$ cat src/rtl/hedios_tx_arbiter.sv
// Round-robin scheduler sharing the Hedios UART endpoint's single packet-transmit path.
// Optional sender watchdog is compiled in by defining HEDIOS_TX_TIMEOUT_EN.
module hedios_tx_arbiter #(
  parameter int REQ_COUNT      = 4,
  parameter int DATA_WIDTH     = 40,
  parameter int TIMEOUT_CYCLES = 1_000_000
) (
  input  logic                            clk,
  input  logic                            rst_n,
  input  logic [REQ_COUNT-1:0]            req_valid,
  input  logic [REQ_COUNT*DATA_WIDTH-1:0] req_data,
  output logic [REQ_COUNT-1:0]            req_ready,
  output logic                            tx_valid,
  output logic [DATA_WIDTH-1:0]           tx_data,
  input  logic                            tx_ready,
  input  logic                            tx_done,
  output logic                            busy,
  output logic [$clog2(REQ_COUNT)-1:0]    grant_id,
  output logic                            timeout_err
);
  // state     | meaning
  // IDLE      | no packet held; arbitrate among req_valid
  // OFFER     | tx_valid high, waiting for the sender to take tx_data
  // WAIT_DONE | packet accepted, waiting for tx_done

  localparam int IDX_W = $clog2(REQ_COUNT);

  typedef enum logic [1:0] {ST_IDLE, ST_OFFER, ST_WAIT_DONE} state_t;

  state_t                 state, state_nxt;
  logic [IDX_W-1:0]       last_grant, last_grant_nxt;
  logic [REQ_COUNT-1:0]   req_ready_nxt;
  logic                   tx_valid_nxt;
  logic [DATA_WIDTH-1:0]  tx_data_nxt;
  logic                   busy_nxt;
  logic [IDX_W-1:0]       grant_id_nxt;
  logic                   timeout_err_nxt;
  logic [IDX_W-1:0]       win_idx;
  logic [IDX_W-1:0]       cand;
  logic                   done_now;

  function automatic logic [IDX_W-1:0] wrap_idx(input logic [IDX_W-1:0] base,
                                                input int unsigned off);
    int unsigned s;
    s = (32'(base) + off) % REQ_COUNT;
    return IDX_W'(s);
  endfunction

  // Scan offsets high to low so the nearest set bit after last_grant wins.
  always_comb begin
    win_idx = '0;
    cand    = '0;
    for (int off = REQ_COUNT; off >= 1; off--) begin
      cand = wrap_idx(last_grant, off);
      if (req_valid[cand]) win_idx = cand;
    end
  end

  assign done_now = ((state == ST_OFFER) && tx_ready && tx_done) ||
                    ((state == ST_WAIT_DONE) && tx_done);

`ifdef HEDIOS_TX_TIMEOUT_EN
  localparam logic [31:0] TMO_LAST = 32'(TIMEOUT_CYCLES - 1);
  logic [31:0] tmo_cnt, tmo_cnt_nxt;
  always_comb begin
    tmo_cnt_nxt = (state == ST_IDLE) ? '0 : tmo_cnt + 32'd1;
  end
`else
  logic unused_tmo_cfg;
  assign unused_tmo_cfg = (TIMEOUT_CYCLES > 0);
`endif

  always_comb begin
    state_nxt       = state;
    last_grant_nxt  = last_grant;
    req_ready_nxt   = '0;
    tx_valid_nxt    = tx_valid;
    tx_data_nxt     = tx_data;
    busy_nxt        = busy;
    grant_id_nxt    = grant_id;
    timeout_err_nxt = 1'b0;
    unique case (state)
      ST_IDLE: begin
        if (|req_valid) begin
          state_nxt              = ST_OFFER;
          tx_data_nxt            = req_data[32'(win_idx)*DATA_WIDTH +: DATA_WIDTH];
          grant_id_nxt           = win_idx;
          req_ready_nxt[win_idx] = 1'b1;
          tx_valid_nxt           = 1'b1;
          busy_nxt               = 1'b1;
        end
      end
      ST_OFFER: begin
        if (tx_ready) begin
          tx_valid_nxt = 1'b0;
          state_nxt    = tx_done ? ST_IDLE : ST_WAIT_DONE;
        end
      end
      ST_WAIT_DONE: tx_valid_nxt = 1'b0;
      default:      state_nxt    = ST_IDLE;
    endcase
    if (done_now) begin
      state_nxt      = ST_IDLE;
      busy_nxt       = 1'b0;
      last_grant_nxt = grant_id;
    end
`ifdef HEDIOS_TX_TIMEOUT_EN
    // Abort advances the pointer too, so a stuck sender cannot starve others.
    else if ((state != ST_IDLE) && (tmo_cnt == TMO_LAST)) begin
      state_nxt       = ST_IDLE;
      tx_valid_nxt    = 1'b0;
      busy_nxt        = 1'b0;
      timeout_err_nxt = 1'b1;
      last_grant_nxt  = grant_id;
    end
`endif
  end

  always_ff @(posedge clk) begin
    if (!rst_n) begin
      state       <= ST_IDLE;
      last_grant  <= IDX_W'(REQ_COUNT - 1);
      req_ready   <= '0;
      tx_valid    <= 1'b0;
      tx_data     <= '0;
      busy        <= 1'b0;
      grant_id    <= '0;
      timeout_err <= 1'b0;
`ifdef HEDIOS_TX_TIMEOUT_EN
      tmo_cnt     <= '0;
`endif
    end else begin
      state       <= state_nxt;
      last_grant  <= last_grant_nxt;
      req_ready   <= req_ready_nxt;
      tx_valid    <= tx_valid_nxt;
      tx_data     <= tx_data_nxt;
      busy        <= busy_nxt;
      grant_id    <= grant_id_nxt;
      timeout_err <= timeout_err_nxt;
`ifdef HEDIOS_TX_TIMEOUT_EN
      tmo_cnt     <= tmo_cnt_nxt;
`endif
    end
  end

endmodule

$ cat config.mk
export PLATFORM = sky130hd
export DESIGN_NAME = hedios_tx_arbiter
export DESIGN_NICKNAME = d
export VERILOG_FILES = /design/src/rtl/hedios_tx_arbiter.sv
export SDC_FILE = /design/constraint.sdc
export NUM_CORES = 1
export LEC_CHECK = 0
export CORE_UTILIZATION = 38
export CTS_BUF_LIST = sky130_fd_sc_hd__clkbuf_4
export DETAILED_ROUTE_END_ITERATION = 16
export PLACE_DENSITY = 0.83
export SLEW_MARGIN = 20
export SYNTH_ARGS = -nofsm -noshare
export SYNTH_HDL_FRONTEND = slang
export SYNTH_SLANG_ARGS = --single-unit
$ cat constraint.sdc
create_clock -name clk -period 2.1 [get_ports clk]
set_input_delay 0.42 -clock clk [delete_from_list [all_inputs] [get_ports clk]]
set_output_delay 0.42 -clock clk [all_outputs]
set_load 0.05 [all_outputs]
==> impl_metrics.py <==
metrics = {
    "outcome": {
        "status": "finished, final reports clean",
    },
    "routing": {
        "firstDrtPassIters": 7,
        "vias": 3962,
        "wl_mm": 11.55,
        "drcViolationCount": 0,
        "route.antenna.remaining_nets": 0,
        "avgRoutedWirePerCell_um": 16.38,
        "dr.first_iter.drc_count": 122,
        "via_per_inst": 5.620,
    },
    "worst_setup_path": {
        "cp_top_family": "buffers and inverters",
        "worstReg2RegEnd": "tx_data[24]",
        "path_cells": "clkdlybuf4s50_1",
        "end_kind": "primary output",
        "crit_fanout": 3,
        "r2r_cells": 7,
        "critPathSlowestCell": "clkdlybuf4s50_1",
        "cp-start-kind": "flip-flop",
        "crit_cells": 1,
        "critPathKind": "reg2out",
        "worst-r2r-setup-slack_ns": 0.27,
        "arrival_ns": 1.60,
        "worst_ep_required_time_ns": 1.68,
        "crit-reg2reg-launch": "last_grant[0]",
        "cp.buffers_inverters": 1,
        "critical-path-max-stage-delay_ns": 0.86,
    },
    "power_and_ir_drop": {
        "power_switching_w": 0.002145,
        "seq_power_share_pct": 28.6,
        "swShare_pct": 44.50,
        "p_comb_share_pct": 61.7,
        "p_leak_nw": 2.226,
        "p_clk_share_pct": 9.6,
        "internal-power_w": 0.002675,
        "max-vdd-ir-drop_v": 0.0003578,
        "power_density_nw_per_um2": 802.9,
    },
    "clock_network": {
        "cts_tree": "yes",
        "root_buffer": "clkbuf_4",
        "cts.sinks": 52,
        "cts_setup_buffers": 0,
        "clk_pin_slew_ns": 0.15,
        "cts_buffers": 5,
        "htreeDepth": 2,
        "insertion_delay_ns": 0.36,
        "ctsLongestPathBuffers": 2,
        "hold_buffers": 0,
        "cts_resized": 0,
    },
    "synthesis": {
        "yosys.area.top_type": "dfxtp_1",
        "synthXorXnorAreaFrac_pct": 0,
        "synthArstFlopShare_pct": 0,
        "synthMuxAreaShare_pct": 12.79,
        "yosysWarningCount": 0,
        "synthTopCellsByCount": "52 x dfxtp_1, 48 x o21ai_0, 37 x mux2i_1, 35 x o211ai_1, 35 x o22ai_1",
        "syn_nets": 551,
        "yosys-top-cells-area": "dfxtp_1 30%, mux2i_1 11%, a221oi_2 8.8%, o211ai_1 7.7%, o21ai_0 7.0%",
        "synth_compound_area_share_pct": 40.56,
        "synth-simple-area-share_pct": 6.394,
        "synth_ff_type": "dfxtp_1",
        "synth_cell_types": 39,
        "synth_top_cell_area_share_pct": 30.40,
        "ys_ff_latch": 52,
        "avgSynthCellArea_um2": 9.012,
        "synth_enable_flop_cells": 0,
        "yosysMostFrequentCell": "dfxtp_1",
        "synth_area_um2": 3425,
        "ys_seq_area_share_pct": 30.40,
        "synth_top_family_by_area": "compound AO/OA/AOI/OAI gates",
        "yosys.area_share.adder_pct": 1.096,
        "synthCells": 380,
    },
    "sta": {
        "worstMarginPinSlew_ns": 0.5578,
        "period_share_pct": 96.01,
        "setup_violations": 0,
        "post-route-min-period_ns": 2.016,
        "timing.fmax_mhz": 496.0,
        "skew_ns": 0.01223,
        "rsz0062_at_grt": "no",
        "finalHoldViolations": 0,
        "maxSlewViolCount": 0,
        "relSlewSlack_pct": 62.70,
        "hold_ws_ns": 0.4642,
    },
    "placement": {
        "place_area_um2": 5946,
        "place.port_buffers": 215,
        "hpwl_mm": 8.974,
        "gp_congestion": 0.8297,
    },
    "cells_and_area": {
        "multiInputGateArea_um2": 2125,
        "drive_above_1_share_pct": 12.73,
        "num_antenna_cells": 0,
        "nFillCells": 676,
        "fin_util_pct": 68.85,
        "syn_to_final_growth_pct": 75.34,
        "design_area_um2": 6005,
        "final_nets": 767,
        "seq_area_um2": 1041,
    },
    "floorplanning": {
        "io-pin-count": 217,
        "start_util_pct": 39.27,
        "core_area_um2": 8721,
        "die_h_um": 96.93,
        "dieArea_um2": 9395,
        "fp.dieW_um": 96.93,
        "row_count": 34,
    },
    "min_path": {
        "hold_path_end": "last_grant[0]",
        "whs_path_depth": 2,
        "hp-start": "rst_n",
        "hp-class": "in2reg",
    },
    "grt": {
        "grt_overflow": 0,
        "antenna_found_initial": 0,
        "first_global_vias": 4051,
        "grt_first_pass_wirelength_mm": 18.83,
        "track_usage_pct": 24.25,
        "grt_max_degree": 37,
    },
    "flow_run": {
        "max-cap-violations": 0,
    },
}
metal layers:
layer | vias to the layer above | wire, um | GRT usage (%)
li1 | 1915 | - | -
met5 | - | 0 | 0
met2 | 176 | 6090 | 45.18
met4 | 0 | 288 | 8.726
met3 | 26 | 678 | 5.419
met1 | 1845 | 4488 | 26.66
cells in the final DEF, fill, tap and decap left out, drive strengths merged, types with 9 or more instances in the layout:
master,instances
nor2,17
o211ai,37
clkdlybuf4s50,213
inv,12
buf,38
o22ai,35
a21oi,9
o21ai,50
mux2i,37
a221oi,35
nand2,12
dfxtp,52
layout make-up:
class,instances,share of cell area (%)
inverters,12,0.7502
flip-flops and latches,52,17.34
clock buffers,7,0.8752
multi-input cells,273,35.38
repair buffers,252,43.34
clock inverters,1,0.06251
well taps,108,2.250
metrics by stage:
stage | total power, W | std cells | setup TNS, ns | setup WS (ns)
6_report | 0.004821 | 705 | 0 | 0.08375
3_5_place_dp | 0.004372 | 697 | -9.504 | -0.3528
4_1_cts | 0.004842 | 705 | 0 | 0.04325
5_1_grt | 0.005072 | 705 | 0 | 0.02437
2_1_floorplan | 0.003156 | 380 | 0 | 0.3831
3_3_place_gp | 0.004308 | 697 | -6.491 | -0.1763
power by group through the flow:
stage / logic, W / clock network [W] / registers, W
floorplan: 0.00102 / 0 / 0.00213
global placement: 0.00292 / 0 / 0.00139
detailed placement: 0.00297 / 0 / 0.00140
CTS: 0.00298 / 0.000481 / 0.00138
global route: 0.00314 / 0.000527 / 0.00141
finish: 0.00298 / 0.000464 / 0.00138
state kept, by name (all words and copies together), names as in the netlist:
signal	cells
tx_valid	1
last_grant	2
state	2
req_ready	4
grant_id	2
busy	1
tx_data	40
worst max-delay path by stage:
stage / from / to
2_1_floorplan: req_valid[0] / tx_data[14]
3_3_place_gp: req_valid[3] / tx_data[32]
3_5_place_dp: req_valid[3] / tx_data[24]
4_1_cts: req_valid[3] / tx_data[24]
5_1_grt: req_valid[0] / tx_data[26]
6_report: tx_data[3] / tx_data[3]
kinds of logic after synthesis:
group	after synthesis
buffers and inverters	55
other	1
AND/OR/NAND/NOR	44
AO/OA/AOI/OAI	182
multiplexers	43
adder cells (fa/ha/maj)	3
flip-flops	52
No activity file was read; power rests on OpenSTA's default activity.
